$ cat src/rtl/axi4_rdata_unpacker.sv
// DDR3 read-data FIFO and 128->64 bit AXI4 R-channel beat generator.
// Define AXI_RD_SKID_EN to drive the R channel from a 2-entry registered skid buffer.
module axi4_rdata_unpacker #(
    parameter int FIFO_DEPTH = 16,
    parameter int ID_W       = 4,
    parameter int CNT_W      = 5
) (
    input  logic             clk,
    input  logic             rstn,
    input  logic             rd_start,
    output logic             rd_ready,
    input  logic [ID_W-1:0]  rd_id,
    input  logic [7:0]       rd_len,
    input  logic             rd_half,
    input  logic             app_rdata_valid,
    input  logic [127:0]     app_rdata,
    output logic [CNT_W-1:0] fifo_free,
    output logic             ovf_err,
    output logic             io_axi4_rvalid,
    input  logic             io_axi4_rready,
    output logic [ID_W-1:0]  io_axi4_rid,
    output logic [63:0]      io_axi4_rdata,
    output logic [1:0]       io_axi4_rresp,
    output logic             io_axi4_rlast
);
    // state  | meaning
    // IDLE   | waiting for a burst descriptor, rd_ready high
    // STREAM | emitting beats of the latched burst from the FIFO head

    localparam int AW = $clog2(FIFO_DEPTH);

    typedef enum logic {IDLE, STREAM} state_t;

    state_t           state;
    logic [127:0]     mem [FIFO_DEPTH];
    logic [AW-1:0]    wr_ptr, rd_ptr;
    logic [CNT_W-1:0] count, count_nxt;
    logic             full_q, empty, push, pop;
    logic [ID_W-1:0]  id_q;
    logic [7:0]       remaining;
    logic             half;
    logic             beat_valid, beat_fire, beat_last;
    logic [63:0]      beat_data;

    assign empty      = (count == '0);
    assign push       = app_rdata_valid && !full_q;
    assign beat_valid = (state == STREAM) && !empty;
    assign beat_last  = (remaining == 8'd0);
    assign beat_data  = half ? mem[rd_ptr][127:64] : mem[rd_ptr][63:0];
    // A word leaves after its upper half, or early when the burst ends on its lower half.
    assign pop        = beat_fire && (half || beat_last);
    assign count_nxt  = count + CNT_W'(push) - CNT_W'(pop);
    assign io_axi4_rresp = 2'b00;

    always_ff @(posedge clk) begin
        if (push) mem[wr_ptr] <= app_rdata;
    end

    always_ff @(posedge clk or negedge rstn) begin
        if (!rstn) begin
            wr_ptr    <= '0;
            rd_ptr    <= '0;
            count     <= '0;
            full_q    <= 1'b0;
            fifo_free <= CNT_W'(FIFO_DEPTH);
            ovf_err   <= 1'b0;
        end else begin
            if (push) wr_ptr <= wr_ptr + AW'(1);
            if (pop)  rd_ptr <= rd_ptr + AW'(1);
            count     <= count_nxt;
            full_q    <= (count_nxt == CNT_W'(FIFO_DEPTH));
            fifo_free <= CNT_W'(FIFO_DEPTH) - count_nxt;
            if (app_rdata_valid && full_q) ovf_err <= 1'b1;
        end
    end

    always_ff @(posedge clk or negedge rstn) begin
        if (!rstn) begin
            state     <= IDLE;
            rd_ready  <= 1'b1;
            id_q      <= '0;
            remaining <= '0;
            half      <= 1'b0;
        end else begin
            case (state)
                IDLE: begin
                    if (rd_start) begin
                        state     <= STREAM;
                        rd_ready  <= 1'b0;
                        id_q      <= rd_id;
                        remaining <= rd_len;
                        half      <= rd_half;
                    end
                end
                STREAM: begin
                    if (beat_fire) begin
                        half      <= ~half;
                        remaining <= remaining - 8'd1;
                        if (beat_last) begin
                            state    <= IDLE;
                            rd_ready <= 1'b1;
                        end
                    end
                end
                default: begin
                    state    <= IDLE;
                    rd_ready <= 1'b1;
                end
            endcase
        end
    end

`ifdef AXI_RD_SKID_EN
    localparam int SW = ID_W + 1 + 64;

    logic [SW-1:0] skid0, skid1, skid_new;
    logic [1:0]    skid_cnt;
    logic          skid_deq;

    // The engine only looks at skid occupancy, so rready never reaches FIFO/FSM logic.
    assign beat_fire = beat_valid && (skid_cnt != 2'd2);
    assign skid_deq  = (skid_cnt != 2'd0) && io_axi4_rready;
    assign skid_new  = {id_q, beat_last, beat_data};

    always_ff @(posedge clk or negedge rstn) begin
        if (!rstn) begin
            skid0    <= '0;
            skid1    <= '0;
            skid_cnt <= '0;
        end else begin
            case ({beat_fire, skid_deq})
                2'b10: begin
                    if (skid_cnt == 2'd0) skid0 <= skid_new;
                    else                  skid1 <= skid_new;
                    skid_cnt <= skid_cnt + 2'd1;
                end
                2'b01: begin
                    skid0    <= skid1;
                    skid_cnt <= skid_cnt - 2'd1;
                end
                2'b11: skid0 <= skid_new;
                default: ;
            endcase
        end
    end

    assign io_axi4_rvalid = (skid_cnt != 2'd0);
    assign {io_axi4_rid, io_axi4_rlast, io_axi4_rdata} = skid0;
`else
    assign beat_fire      = beat_valid && io_axi4_rready;
    assign io_axi4_rvalid = beat_valid;
    assign io_axi4_rid    = id_q;
    assign io_axi4_rdata  = beat_valid ? beat_data : 64'd0;
    assign io_axi4_rlast  = beat_valid && beat_last;
`endif

endmodule

$ cat config.mk
export PLATFORM = sky130hd
export DESIGN_NAME = axi4_rdata_unpacker
export DESIGN_NICKNAME = d
export VERILOG_FILES = /design/src/rtl/axi4_rdata_unpacker.sv
export SDC_FILE = /design/constraint.sdc
export NUM_CORES = 2
export LEC_CHECK = 0
export ABC_CLOCK_PERIOD_IN_PS = 19000
export CAP_MARGIN = 10
export CORE_MARGIN = 5
export CORE_UTILIZATION = 55
export DETAILED_ROUTE_END_ITERATION = 10
export HOLD_SLACK_MARGIN = 0.06
export PLACE_DENSITY = 0.77
export SLEW_MARGIN = 15
export SYNTH_ARGS = -nofsm -noshare
export SYNTH_HDL_FRONTEND = slang
export SYNTH_SLANG_ARGS = --single-unit
$ cat constraint.sdc
create_clock -name clk -period 19 [get_ports clk]
set_input_delay 1.9 -clock clk [delete_from_list [all_inputs] [get_ports clk]]
set_output_delay 1.9 -clock clk [all_outputs]
set_load 0.1 [all_outputs]
==> reports/results.tsv <==
metric	value	unit
status	finished clean	
Tightest Hold Check Type	reg2reg	
clk sinks	2082	
post-CTS resize count	0	
die width	390.7	um
Async S/R FF share, synth	1.633	%
count leader, synth	edfxtp_1	
IO Count	225	
post-DP HPWL	94.97	mm
Core Region	143800	um^2
top cell type's share of synthesized area	77.16	%
routed len/inst	31.80	um
Pre-antenna DRT Iters	5	
Worst path top cell family by delay	buffers and inverters	
Final setup viols	0	
yosys warns	0	
Max H-tree Level	4	
pwr/cell area	166.9	nW/um^2
layout cells sized above 1	20.40	%
Worst VDD drop	0.2272	mV
Final Hold Fails	0	
register area	62360	um^2
maximum net fanout on the critical path	61	
TritonCTS clock tree	done	
Mapped Area	79700	um^2
Non-Filler Instances	6031	
Worst Setup Start Kind	register	
setup bufs post-CTS	0	
vias in the first global route	40192	
distinct cell type count after synthesis	55	
Num CTS Buffers	199	
worst skew pair latency	0.84	ns
Final Skew	0.05670	ns
RSZ-0062 raised after global routing	false	
Worst Path Buf+Inv	5	
root buffer cell	clkbuf_16	
area of the multi-input gates	16280	um^2
RePlAce Congestion	0.7326	
Gate Count Post-Synth	3652	
Seq/Total Area, Yosys	78.23	%
CTS max path bufs	3	
Synth area leader	edfxtp_1	
initial cell density of the core	55.41	%
Crit. End Element	output port	
Die Span Y	390.7	um
Yosys reg bits	2082	
# fillers	9327	
DR iter-0 viols	4735	
Cells on Worst Hold Path	1	
Row Count	139	
Fin Setup TNS	0	ns
Placed Cells	5655	
CP Cell Sequence	buf_4, buf_4, buf_4, buf_4, mux4_2, and4_1, a31oi_1, nand4_1, clkdlybuf4s50_1	
synth top area cells	edfxtp_1, mux4_2, mux2i_1	
full die area	152600	um^2
port buffer count	222	
# DRC	0	
maximum number of pins on one net before global-route repair	116	
cells on worst reg2reg path	6	
nets	4114	
CP dominant cell by count	buf_4	
Final Critical Period	8.660	ns
CP max-delay cell	clkdlybuf4s50_1	
crit share post-route	45.58	%
vias per std cell	6.523	
GRT Resource Usage Total	25.32	%
Remaining Overflow, GRT	0	
Slew @ Worst Pin	1.140	ns
Max Cap Viol	0	
P&R area growth vs syn	13.31	%
via count	39343	
Levels on crit path	9	
commonest cells in the netlist	edfxtp_1, mux4_2, mux2i_1	
Critical Path AT	6.76	ns
Routed Antenna Nets	0	
fmax	0.1155	GHz
max-slew violation count	0	
crit path kind	reg2out	
most common flop cell mapped by yosys	edfxtp_1	
Worst-path clk slew	0.06	ns
Avg Inst Size Synth	21.82	um^2
Worst path max stage delay	1.02	ns
CP Data Required Time	17.10	ns
Post-synth EDFFs	2048	
Rel. slew slack	23.98	%
Routed WL	191.8	mm
Post-CTS Hold Buffers	0	
global-route wire length before repair	277.8	mm
initial antenna violation count	34	
cell leakage power	28.80	nW
==> path summary, 6_finish.rpt <==
kind	slack, ns	endpoint	start
hold reg to reg	0.48	ovf_err	ovf_err
setup / recovery	10.34	io_axi4_rdata[15]	rd_ptr[2]
hold / removal	0.48	ovf_err	ovf_err
max in group asynchronous	17.03	rd_ptr[0]	rstn
min in group asynchronous	1.23	rd_ptr[2]	rstn
setup reg to reg	14.67	mem[8][110]	full_q
==> sequential cells by signal, summed over array words and instances (netlist names) <==
signal       count
count            5
io_axi4_rid      4
state            1
rd_ptr           4
wr_ptr           4
fifo_free        4
half             1
mem           2048
remaining        8
full_q           1
rd_ready         1
ovf_err          1
==> layout make-up <==
class                           instances  share of cell area, %
Antenna cell                           16                0.04434
Clock buffer                          249                  5.746
Clock inverter                        111                  1.129
Inverter                               21                0.09006
Multi-Input combinational cell       1342                  18.02
Sequential cell                      2082                  69.06
Tap cell                             1903                  2.637
Timing Repair Buffer                  307                  3.273
==> routing by layer <==
layer / share of wire (%) / vias to the layer above / global-route usage [%]
li1: - / 15994 / -
met1: 37 / 20747 / 34.02
met2: 49 / 2234 / 41.35
met5: 0.074 / - / 0
met4: 2.9 / 20 / 7.840
met3: 11 / 348 / 6.647
==> cells by family (layout without fill, tap and decap cells) <==
family,after synthesis,count (layout),share of synthesized area (%)
AND/OR/NAND/NOR,273,273,1.713
other,1,18,0.004705
adder cells (fa/ha/maj),15,15,0.2449
AO/OA/AOI/OAI,347,347,3.217
buffers and inverters,229,688,1.571
flip-flops,2082,2082,78.23
XOR/XNOR,12,12,0.1319
multiplexers,693,693,14.88
==> cells in the final DEF, fill, tap and decap left out, types with 4 or more instances in the layout <==
master / n
a21oi_1: 53
a22o_1: 46
a22oi_1: 158
a31oi_1: 20
and4_1: 15
buf_12: 8
buf_4: 77
bufinv_16: 12
clkbuf_1: 49
clkbuf_16: 200
clkdlybuf4s50_1: 221
clkinv_1: 44
clkinv_2: 35
clkinv_8: 4
clkinvlp_4: 5
dfrtp_1: 29
diode_2: 16
edfxtp_1: 2048
ha_1: 14
inv_1: 19
inv_16: 5
mux2_2: 55
mux2i_1: 249
mux4_2: 388
nand2_1: 111
nand3_1: 65
nand4_1: 19
nor2_1: 12
nor2_4: 14
nor2b_1: 4
nor2b_4: 4
nor3_2: 9
o2111ai_1: 46
o21ai_0: 6
o22a_1: 5
xnor2_1: 7
xor2_1: 5
==> per-stage QoR <==
step / util (%) / cell area, um^2 / power (mW) / hold WS (ns) / setup slack [ns]
floorplan: - / 79700 / 9.905 / 0.4543 / 7.130
global placement: 58.44 / 84060 / 11.30 / 0.4420 / 11.30
detailed placement: 58.44 / 84060 / 11.38 / 0.4678 / 11.22
CTS: 62.76 / 90270 / 15.16 / 0.4822 / 10.25
global route: 62.77 / 90280 / 15.60 / 0.5065 / 10.11
finish: 62.79 / 90310 / 15.07 / 0.4753 / 10.34
==> power breakdown <==
group          total [mW]  internal, mW  leakage [nW]  switching (mW)
clock                3.78          2.11          3.02            1.68
combinational        5.52          1.78          6.88            3.74
sequential           5.77          5.59          18.9           0.180
total                15.1          9.48          28.8            5.60
Power figures use the tool's default switching activity.
